<file path="config.mk">
export PLATFORM = sky130hd
export DESIGN_NAME = multicycle_controller
export DESIGN_NICKNAME = d
export VERILOG_FILES = /design/src/rtl/multicycle_controller.sv
export SDC_FILE = /design/constraint.sdc
export NUM_CORES = 1
export LEC_CHECK = 0
export CORE_MARGIN = 10
export CORE_UTILIZATION = 40
export CTS_CLUSTER_SIZE = 24
export DETAILED_ROUTE_END_ITERATION = 8
export PLACE_DENSITY_LB_ADDON = 0.1
export SLEW_MARGIN = 30
export SYNTH_ARGS = -nofsm -noshare
export SYNTH_HDL_FRONTEND = slang
export SYNTH_SLANG_ARGS = --single-unit
</file>
<file path="constraint.sdc">
create_clock -name clk -period 3.4 [get_ports clk]
set_input_delay 0.85 -clock clk [delete_from_list [all_inputs] [get_ports clk]]
set_output_delay 0.85 -clock clk [all_outputs]
set_load 0.005 [all_outputs]
</file>
<file path="src/rtl/multicycle_controller.sv">
// multicycle_controller
// Control unit of the multicycle accumulator CPU. Sequences fetch, decode,
// execute and write-back of the 1-byte register ops and the 3-byte memory
// format (LDA/STA/JMP/JZ/JC) by driving every datapath strobe and select.
// Optional feature macro: CU_HALT_EN (opcode 1001 enters a sticky HALT state;
// when undefined, 1001 decodes as NOP and `halted` is tied low).
module multicycle_controller (
  input  logic       clk,
  input  logic       rst,
  input  logic [3:0] IrToCU,
  input  logic [2:0] CznToCU,
  output logic       pcInc,
  output logic       pcLoadEn,
  output logic       diLoadEn,
  output logic       irWriteEn,
  output logic       trWriteEn,
  output logic       bRegWriteEn,
  output logic       aRegWriteEn,
  output logic       aluResWriteEn,
  output logic       ldCZN,
  output logic       accumulatorWriteEn,
  output logic       memoryWriteEn,
  output logic       PcOrTR,
  output logic       regOrMem,
  output logic       RegBOr0,
  output logic       RegAOr0,
  output logic [1:0] accAddressSel,
  output logic [1:0] aluOpControl,
  output logic       halted
);

  typedef enum logic [3:0] {
    FETCH1,
    DECODE,
    RDA,
    EXEC,
    WB,
    FETCH2,
    FETCH3,
    MEMX,
    MV,
    LD3,
    ST3
`ifdef CU_HALT_EN
    , HALT
`endif
  } stateT;

  // IR[7:5] codes of the 3-byte memory format
  localparam logic [2:0] OP_LDA = 3'b000;
  localparam logic [2:0] OP_STA = 3'b001;
  localparam logic [2:0] OP_JMP = 3'b010;
  localparam logic [2:0] OP_JZ  = 3'b011;
  localparam logic [2:0] OP_JC  = 3'b101;

  stateT      state;
  logic [2:0] op_q;   // memory-format opcode, kept because byte2 overwrites IR
  logic [1:0] alu_q;  // reg-op ALU function, held for EXEC

  logic isRegOp;
  logic isMemFmt;

  // The N flag is not consumed by any branch condition.
  logic unusedFlagN;
  assign unusedFlagN = CznToCU[2];

  // Opcode classification from IR[7:5]/IR[7:6]; 100x is the NOP/HALT group
  always_comb begin
    isRegOp  = (IrToCU[3:2] == 2'b11);
    isMemFmt = !isRegOp && (IrToCU[3:1] != 3'b100);
  end

  // Instruction sequencer: state register plus the opcode/ALU latches
  always_ff @(posedge clk or negedge rst) begin
    if (!rst) begin
      state <= FETCH1;
      op_q  <= 3'b000;
      alu_q <= 2'b00;
    end else begin
      case (state)
        FETCH1: state <= DECODE;
        DECODE: begin
          if (isRegOp) begin
            alu_q <= IrToCU[1:0];
            state <= RDA;
          end else if (isMemFmt) begin
            op_q  <= IrToCU[3:1];
            state <= FETCH2;
          end else begin
            state <= FETCH1;
`ifdef CU_HALT_EN
            if (IrToCU == 4'b1001) state <= HALT;
`endif
          end
        end
        RDA:    state <= EXEC;
        EXEC:   state <= WB;
        WB:     state <= FETCH1;
        FETCH2: state <= FETCH3;
        FETCH3: state <= MEMX;
        MEMX: begin
          if (op_q == OP_LDA || op_q == OP_STA) state <= MV;
          else                                  state <= FETCH1;
        end
        MV:     state <= (op_q == OP_LDA) ? LD3 : ST3;
        LD3:    state <= FETCH1;
        ST3:    state <= FETCH1;
`ifdef CU_HALT_EN
        HALT:   state <= HALT;
`endif
        default: state <= FETCH1;
      endcase
    end
  end

  // Moore decode of the registered state; only the MEMX branch looks at flags.
  // While reset is asserted every output sits at its default.
  always_comb begin
    pcInc              = 1'b0;
    pcLoadEn           = 1'b0;
    diLoadEn           = 1'b0;
    irWriteEn          = 1'b0;
    trWriteEn          = 1'b0;
    bRegWriteEn        = 1'b0;
    aRegWriteEn        = 1'b0;
    aluResWriteEn      = 1'b0;
    ldCZN              = 1'b0;
    accumulatorWriteEn = 1'b0;
    memoryWriteEn      = 1'b0;
    PcOrTR             = 1'b1;
    regOrMem           = 1'b0;
    RegBOr0            = 1'b0;
    RegAOr0            = 1'b0;
    accAddressSel      = 2'b00;
    aluOpControl       = 2'b00;
    halted             = 1'b0;
    if (rst) begin
      case (state)
        FETCH1: begin
          irWriteEn = 1'b1;
          pcInc     = 1'b1;
        end
        DECODE: begin
          if (isRegOp) begin
            accAddressSel = 2'b01;
            regOrMem      = 1'b1;
            bRegWriteEn   = 1'b1;
          end else if (isMemFmt) begin
            diLoadEn = 1'b1;
          end
        end
        RDA: begin
          accAddressSel = 2'b10;
          aRegWriteEn   = 1'b1;
        end
        EXEC: begin
          aluOpControl  = alu_q;
          aluResWriteEn = 1'b1;
          ldCZN         = 1'b1;
        end
        WB: begin
          accAddressSel      = 2'b01;
          accumulatorWriteEn = 1'b1;
        end
        FETCH2: begin
          irWriteEn = 1'b1;
          pcInc     = 1'b1;
        end
        FETCH3: begin
          trWriteEn = 1'b1;
          pcInc     = 1'b1;
        end
        MEMX: begin
          case (op_q)
            OP_JMP: pcLoadEn = 1'b1;
            OP_JZ:  pcLoadEn = CznToCU[1];
            OP_JC:  pcLoadEn = CznToCU[0];
            OP_LDA: begin
              PcOrTR      = 1'b0;
              regOrMem    = 1'b0;
              bRegWriteEn = 1'b1;
            end
            OP_STA: begin
              accAddressSel = 2'b00;
              regOrMem      = 1'b1;
              bRegWriteEn   = 1'b1;
            end
            default: ;
          endcase
        end
        MV: begin
          RegAOr0       = 1'b1;
          aluOpControl  = 2'b00;
          aluResWriteEn = 1'b1;
        end
        LD3: begin
          accAddressSel      = 2'b00;
          accumulatorWriteEn = 1'b1;
        end
        ST3: begin
          PcOrTR        = 1'b0;
          memoryWriteEn = 1'b1;
        end
`ifdef CU_HALT_EN
        HALT: halted = 1'b1;
`endif
        default: ;
      endcase
    end
  end

endmodule

</file>
==> results.toml, run 1 <==
[synthesis]
syn-cell-area_um2 = 737
cells_after_synthesis = 83
cell_types_occupying_the_most_area_after_synthesis = "dfrtp_1, nand2b_1, o21a_1"
ys_seq_area_share_pct = 30.6
share_of_flip_flops_with_an_asynchronous_set_or_reset_pct = 100
yosysTopAreaCell = "dfrtp_1"
leading_cell_type_by_number_of_instances_after_synthesis = "dfrtp_1"
syn_avg_cell_area_um2 = 8.88
ys_warn_count = 0
ys_dominant_reg_cell = "dfrtp_1"
netlist_top_cells_count = "dfrtp_1, nand2b_1, nor3_1"
synth.distinct_cells = 38
yosysTopAreaCellShare_pct = 30.6
synth_edf_count = 0
synth-seq-cells = 9

[global_route]
grt_antenna_before_repair = 0
globalRouteOverflowTotal = 0
grt_pass1_wl_um = 3360
globalRouteTotalUtil_pct = 10.1
global_route.usage.met1_pct = 11.3
global_route.peak_usage_layer = "met2"
number_of_global_route_vias_before_repair = 728
globalRouteMet2Util_pct = 15.2
grt_max_degree = 15
grt_use_met3_pct = 5.20

[floorplan]
dieHeight_um = 62.9
core_area_um2 = 1750
die_area_um2 = 3960
die_w_um = 62.9
row_count = 15
top_level_ports = 29
initial_core_util_pct = 42.2

[clocking]
clock_sink_count = 9
cts.reportedPaths.clkPinSlew_ps = 60
max-clock-path-buffers = 2
insertion_delay_ps = 260
postCtsHoldBufs = 0
clock_tree.htree_level_count = 1
cts_made_buffers = 3
clock-root-buffer = "clkbuf_4"
tritoncts = "built"

[sta]
finalMaxSlewViolations = 0
timing.fmax_mhz = 305
setup_viol = 0
finalCriticalPeriod_ps = 3280
setup-tns-final_ps = 0
final_clock_period_utilization_by_the_worst_path_pct = 96.5
fin_worst_skew_ps = 4.31
final-hold-violation-count = 0
rsz0062_at_grt = "false"

[worst_setup_path]
critical_path_class = "in2out"
worst_setup_path_startpoint = "rst"
critical_path.reg2reg.startpoint = "state[2]$_DFF_PN0_"
critPathCaptureType = "output pin"
cp.required_ps = 2550
crit_fanout = 10
critPathLaunchType = "primary input"
r2r-end = "alu_q[0]$_DFFE_PN0P_"
ff2ff_setup_slack_ps = 1760
cp_data_arrival_time_ps = 2430
timing.reg2reg.worst_path_depth = 3

[hold_path]
count_of_cells_along_the_worst_hold_path = 1
holdCritStartpoint = "alu_q[0]$_DFFE_PN0P_"
min_delay_worst_endpoint = "alu_q[0]$_DFFE_PN0P_"
hold_path_class = "reg2reg"

[finish]
num_antenna_cells = 0
register_area_um2 = 225
multiInputGateArea_um2 = 488
nNetsFinal = 123
post_layout_nonfiller_instances = 138
filler_cell_count = 160
synthToLayoutAreaGrowth_pct = 47.2
post_route_cells_drive_above_1_share_pct = 16.8

[place]
place_congestion = 0.731
portBuffers = 25
dpl.cell_count = 134
dpl.hpwl_um = 1530

[status]
outcome = "finished, final reports clean"

[power]
leakage_nw = 0.430
power_density_nw_per_um2 = 751
ir_worst_vdd_mv = 0.380

[route]
first_pass_iters = 4
initialDrtViolationCount = 15
route.detailed.vias_per_inst = 5.33
route.detailed.drc = 0
route.detailed.wl_per_inst_um = 14.5
wirelength_um = 2000
vias = 736
ant_nets = 0

[job]
cap_violations = 0
final cells by class:
cell class	instances	area share, %
sequential	9	20.8
multi-input combinational	66	45.0
clock buffer	4	2.42
tap	25	2.88
timing repair buffer	32	28.3
inverter	2	0.692
where the power goes:
part / switching (W) / leakage, nW / internal [W] / total, W
Clock: 0.0000366 / 0.0150 / 0.0000452 / 0.0000818
Combinational: 0.000257 / 0.307 / 0.000271 / 0.000527
Sequential: 0.0000447 / 0.107 / 0.000161 / 0.000206
through the flow:
stage	area [um^2]	hold WS (ps)	util [%]	total power (W)	worst slack [ps]
after detailed placement	1040	504	59.5	0.000717	9.08
after CTS	1070	521	61.3	0.000806	86.8
after global placement	1040	493	59.5	0.000710	18.6
after global routing	1080	549	62.2	0.000885	21.1
after floorplan	741	473	-	0.000536	900
final	1080	517	62.2	0.000815	118
critical path, stage by stage:
cell and delay, ps:
clkdlybuf4s50_1 530, buf_6 160, nand3b_1 130, nor2_1 150
or2_1 110, clkdlybuf4s50_1 490
what timing repair did:
action,in CTS,in global routing
resized for setup,1,3
setup endpoints to repair,2,1
buffers inserted,0,0
state kept, by name, indices dropped and copies added, names as in the netlist:
register	count
alu_q	2
state	4
op_q	3
worst max path at each step:
stage	end	slack (ps)	depth (start not counted)
finish	pcInc	120	6
global route	pcInc	20	6
detailed placement	aluOpControl[1]	9	5
floorplan	aluOpControl[0]	900	4
global placement	aluOpControl[0]	20	5
CTS	pcInc	90	6
cells in the final DEF (no fill, tap or decap), drive strengths merged, types with 2 or more instances in the layout:
cell           count
a21oi              2
conb               2
mux2               4
nand3b             4
nor4               2
o211ai             2
dfrtp              9
nor3               6
or2                2
a211oi             2
inv                2
clkbuf             4
a311o              2
clkdlybuf4s50     25
and2               4
nor2               6
nand2b             6
o21a               5
nand2              4
buf                7
logic make-up (layout without fill, tap and decap cells):
logic type,Yosys count,in the layout,share of synthesized area [%]
xor+xnor,1,1,1.19
other cells,1,2,0.509
buf+inv,9,38,5.94
simple gates,41,41,34.6
mux,5,5,8.49
compound gates,17,17,18.7
flops,9,9,30.6
layer usage:
layer / vias up / share of wire (%)
li1: 361 / -
met1: 339 / 43
met2: 31 / 45
met3: 5 / 10
met4: 0 / 1.7
met5: - / 0
No activity file was read; power rests on OpenSTA's default activity.
==> inputs of run 2 (changes only) <==
--- a/config.mk
+++ b/config.mk
@@ -6,7 +6,7 @@
 export NUM_CORES = 1
 export LEC_CHECK = 0
 export CORE_MARGIN = 10
-export CORE_UTILIZATION = 40
+export CORE_UTILIZATION = 42
 export CTS_CLUSTER_SIZE = 24
 export DETAILED_ROUTE_END_ITERATION = 8
 export PLACE_DENSITY_LB_ADDON = 0.1
==> constraint.sdc (replaced) <==
create_clock -name clk -period 3.5 [get_ports clk]
set_input_delay 0.875 -clock clk [delete_from_list [all_inputs] [get_ports clk]]
set_output_delay 0.875 -clock clk [all_outputs]
set_load 0.005 [all_outputs]
==> run 2 against run 1 <==
Net effect:
- clock-buffer cell count stayed put
- first-iteration DRC count down 20%
- highest routed layer unchanged
- die area decreased by 3.3%
- critical path type unchanged
- wire length shrank 6.4%
- sequential power grew 24%
- clock power decreased by 8.8%
==> results.toml, run 2 (synthesized netlist as in run 1, its figures left out) <==
[worst_setup_path]
critPathLaunchType = "primary input"
cpLargestDelayFamily = "buffers and inverters"
critical_path_class = "in2out"
worst_path_most_repeated_cell = "clkdlybuf4s50_1"
worst_setup_path_startpoint = "rst"
timing.reg2reg.worst_path_depth = 3
cp_data_arrival_time_ps = 2440
cp.required_ps = 2620
total_stage_count_of_the_critical_path = 6
critPathMaxStageDelay_ps = 500
timing.critical_path.cells = "clkdlybuf4s50_1 > buf_4 > nand2b_1 > nor3_1 > or2_1 > clkdlybuf4s50_1"
path_buf_inv = 3
critPathCaptureType = "output pin"
crit_fanout = 6
critical_path.reg2reg.startpoint = "state[2]$_DFF_PN0_"
slowest_stage_cell_on_the_critical_path = "clkdlybuf4s50_1"

[sta]
setup-tns-final_ps = 0
finalMaxSlewViolations = 0
hold_slack_ps = 516
fin_worst_skew_ps = 3.18
finalCriticalPeriod_ps = 3310
final_clock_period_utilization_by_the_worst_path_pct = 94.6
final-hold-violation-count = 0
setup_viol = 0
rsz0062_at_grt = "false"
timing.fmax_mhz = 302

[floorplan]
top_level_ports = 29
die_area_um2 = 3830
row_count = 15
initial_core_util_pct = 43.6
core_area_um2 = 1690
die_w_um = 61.9
dieHeight_um = 61.9

[finish]
multiInputGateArea_um2 = 477
mostFrequentLayoutCell = "clkdlybuf4s50_1"
nNetsFinal = 120
num_antenna_cells = 0
post_layout_nonfiller_instances = 127
filler_cell_count = 162
regMostFlops = "state"
post_route_cells_drive_above_1_share_pct = 13.6
synthToLayoutAreaGrowth_pct = 40.7
layout.cells.most_common_list = "clkdlybuf4s50_1, dfrtp_1, nand2b_1"
design_area_um2 = 1040
largestRegisters = "state: 4 flops, op_q: 3 flops, alu_q: 2 flops"
register_area_um2 = 225
largest_register_ffs = 4

[hold_path]
count_of_cells_along_the_worst_hold_path = 1
holdCritStartpoint = "alu_q[0]$_DFFE_PN0P_"
hold_path_class = "reg2reg"

[status]
outcome = "finished, final reports clean"

[job]
cap_violations = 0

[power]
power_density_nw_per_um2 = 718
report.power.total_w = 0.000745
leakage_nw = 0.414
ir_worst_vdd_mv = 0.432

[global_route]
globalRouteOverflowTotal = 0
grt_pass1_wl_um = 2870
globalRouteTotalUtil_pct = 9.80
number_of_global_route_vias_before_repair = 636
grt_antenna_before_repair = 0
grt_max_degree = 16

[place]
dpl.cell_count = 123
place_congestion = 0.742
portBuffers = 25
dpl.hpwl_um = 1520
detailed_place.area_um2 = 1010

[clocking]
insertion_delay_ps = 240
cts.reportedPaths.clkPinSlew_ps = 60
cts_made_buffers = 3
clock-root-buffer = "clkbuf_4"
clock_sink_count = 9
tritoncts = "built"
clock_tree.htree_level_count = 1
max-clock-path-buffers = 2
postCtsSetupBuffers = 0

[route]
wirelength_um = 1870
vias = 713
initialDrtViolationCount = 12
ant_nets = 0
route.detailed.wl_per_inst_um = 14.7
route.detailed.vias_per_inst = 5.61
route.detailed.drc = 0
first_pass_iters = 4
[run 2: cell count changes in the layout (fill, tap and decap cells not counted), sizes merged]
cell	change
buf	-3
[run 2: layout make-up]
type	count	share of cell area, %
clock buffer	4	2.53
inverter	2	0.724
multi-input combinational	66	46.0
sequential	9	21.7
tap	17	2.05
timing repair buffer	29	27.0
[run 2: metrics by stage]
step / util (%) / worst slack (ps)
after floorplan: - / 950
after global placement: 59.6 / 36.8
after detailed placement: 59.6 / 34.5
after CTS: 61.1 / 34.2
after global routing: 61.4 / 81.0
final: 61.4 / 189
[run 2: power by group]
group	switching, W	total, W	internal, W
Sequential	0.000100	0.000255	0.000155
Clock	0.0000310	0.0000746	0.0000436
Combinational	0.000177	0.000415	0.000238
[run 2: worst reg2reg max path, cell delays in order (launching register included)]
cell     delay, ps
dfrtp_1        540
or4b_4         690
nor2_8         210
mux2_4         320
[run 2: layer usage]
layer / up-vias / part of all wire [%] / track usage [%] / wire length, um
met2: 21 / 47 / 16.3 / 881
met1: 335 / 44 / 12.0 / 826
met5: - / 0 / 0 / 0
met3: 2 / 8.1 / 2.64 / 152
li1: 355 / - / - / -
met4: 0 / 0.64 / 2.87 / 12
[run 2: worst paths after layout]
check                                            end  slack (ps)
worst max register to register  alu_q[1]$_DFFE_PN0P_        1640
max in group asynchronous         state[2]$_DFF_PN0_        2220
worst min register to register  alu_q[0]$_DFFE_PN0P_         520
worst max-delay path                           pcInc         190
min in group asynchronous         state[1]$_DFF_PN0_         960
worst min-delay path            alu_q[0]$_DFFE_PN0P_         520
[run 2: repair_timing]
item                       4_1_cts  5_1_grt
setup endpoints to repair        0        3
gates resized for setup          0        1
hold buffers                     0        0
==> inputs of run 3 (changes only) <==
--- a/config.mk
+++ b/config.mk
@@ -10,7 +10,7 @@
 export CTS_CLUSTER_SIZE = 24
 export DETAILED_ROUTE_END_ITERATION = 8
 export PLACE_DENSITY_LB_ADDON = 0.1
-export SLEW_MARGIN = 30
+export SETUP_SLACK_MARGIN = 0.2
 export SYNTH_ARGS = -nofsm -noshare
 export SYNTH_HDL_FRONTEND = slang
 export SYNTH_SLANG_ARGS = --single-unit
==> run 3 against run 2 <==
Net effect:
- critical path depth shrank 2
- global-route usage is essentially flat
- clock skew increased by 0.80 ps
- sequential share of layout area decreased by 0.42 points
- maximum frequency is 3.1% higher
- wire length is 0.69% higher
- power is 2.1% higher
- register-to-register slack hardly changed
- clock-buffer cell count unchanged
- highest routed layer unchanged
==> results.toml, run 3 (synthesized netlist as in run 1, its figures left out) <==
[sta]
finalCriticalPeriod_ps = 3210
timing.fmax_mhz = 311
layout_setup_ws_ps = 288
fin_worst_skew_ps = 3.98
setup-tns-final_ps = 0
final-hold-violation-count = 0
final_clock_period_utilization_by_the_worst_path_pct = 91.8
hold_slack_ps = 516
setup_viol = 0
finalMaxSlewViolations = 0
rsz0062_at_grt = "false"

[floorplan]
initial_core_util_pct = 43.6
row_count = 15
die_w_um = 61.9
core_area_um2 = 1690
dieHeight_um = 61.9
top_level_ports = 29
die_area_um2 = 3830

[route]
route.detailed.vias_per_inst = 5.66
first_pass_iters = 4
ant_nets = 0
wirelength_um = 1890
route.detailed.drc = 0
route.detailed.wl_per_inst_um = 14.9
vias = 719
initialDrtViolationCount = 18

[power]
fraction_of_power_consumed_by_the_clock_network_pct = 9.9
power_density_nw_per_um2 = 715
report.power.total_w = 0.000761
sequential_fraction_of_design_power_pct = 34.4
switchingPower_w = 0.000319
share_of_total_power_in_combinational_logic_pct = 55.7
p_sw_share_pct = 41.9
internal_power_w = 0.000442
leakage_nw = 0.421
ir_worst_vdd_mv = 0.436

[worst_setup_path]
crit_fanout = 15
ff2ff_setup_slack_ps = 1630
timing.reg2reg.worst_path_depth = 3
cp.required_ps = 2620
cp_data_arrival_time_ps = 2340
critPathCaptureType = "output pin"
critPathLaunchType = "flip-flop"
critical_path_class = "reg2out"

[clocking]
postCtsHoldBufs = 0
cts.reportedPaths.clkPinSlew_ps = 60
max-clock-path-buffers = 2
tritoncts = "built"
clock-root-buffer = "clkbuf_4"
clock_tree.htree_level_count = 1
clock_sink_count = 9
insertion_delay_ps = 250
cts_made_buffers = 3

[global_route]
grt_pass1_wl_um = 2880
number_of_global_route_vias_before_repair = 634
globalRouteTotalUtil_pct = 9.80
grt_antenna_before_repair = 0
grt_max_degree = 16
globalRouteOverflowTotal = 0

[hold_path]
hold_path_class = "reg2reg"
count_of_cells_along_the_worst_hold_path = 1

[place]
dpl.hpwl_um = 1520
placement.setup.worst_slack_ps = 34.5
portBuffers = 25
place_congestion = 0.742

[finish]
num_antenna_cells = 0
synthToLayoutAreaGrowth_pct = 44.3
mostFrequentLayoutCell = "clkdlybuf4s50_1"
final_core_density_pct = 63.0
nNetsFinal = 120
largestRegisters = "state: 4 flops, op_q: 3 flops, alu_q: 2 flops"
regMostFlops = "state"
filler_cell_count = 160
layout.cells.most_common_list = "clkdlybuf4s50_1, dfrtp_1, nand2b_1, nor2_1, o21a_1"
largest_register_ffs = 4
post_route_cells_drive_above_1_share_pct = 18.2

[job]
cap_violations = 0

[status]
outcome = "finished, final reports clean"
[run 3: area by class of cell]
class                   instances  area [um^2]  share of cell area [%]
inverters                       2         7.51                   0.706
repair buffers                 29          279                    26.2
clock buffers                   4         26.3                    2.47
flip-flops and latches          9          226                    21.3
multi-input cells              66          503                    47.3
well taps                      17         21.3                    2.00
[run 3: per-stage QoR]
step           cells  cell area, um^2
4_1_cts          127             1050
6_report         127             1060
2_1_floorplan     84              741
5_1_grt          127             1060
3_5_place_dp     123             1010
3_3_place_gp     123             1010
[run 3: worst paths after layout]
kind | startpoint | to
worst max-delay path | state[3]$_DFF_PN0_ | accAddressSel[0]
worst min-delay path | alu_q[0]$_DFFE_PN0P_ | alu_q[0]$_DFFE_PN0P_
worst max register to register | state[3]$_DFF_PN0_ | alu_q[1]$_DFFE_PN0P_
worst min register to register | alu_q[0]$_DFFE_PN0P_ | alu_q[0]$_DFFE_PN0P_
max in group asynchronous | rst | state[2]$_DFF_PN0_
min in group asynchronous | rst | state[1]$_DFF_PN0_
[run 3: worst max-delay path, stage by stage (launching register included)]
cell,delay (ps)
dfrtp_1,550
or4b_4,670
nor2_8,200
o21a_1,150
clkdlybuf4s50_1,510
[run 3: per-layer routing]
layer  GRT usage (%)  wire, um  vias up
met5               0         0        -
met3            2.64       159        2
met1            11.8       823      338
li1                -         -      355
met2            16.5       891       24
met4            2.87        12        0
[run 3: power groups by stage]
stage | Clock, W | Combinational, W | Sequential, W
finish | 0.0000752 | 0.000424 | 0.000262
global route | 0.0000857 | 0.000465 | 0.000273
CTS | 0.0000776 | 0.000429 | 0.000257
detailed placement | 0 | 0.000419 | 0.000251
global placement | 0 | 0.000413 | 0.000250
floorplan | 0 | 0.000324 | 0.000197
[run 3: what timing repair did]
item / in CTS / in global routing
pin swaps: 1 / 0
endpoints found under the setup margin: 5 / 2
gates resized for setup: 5 / 3
setup buffers: 0 / 0
hold endpoints to repair: 0 / 0
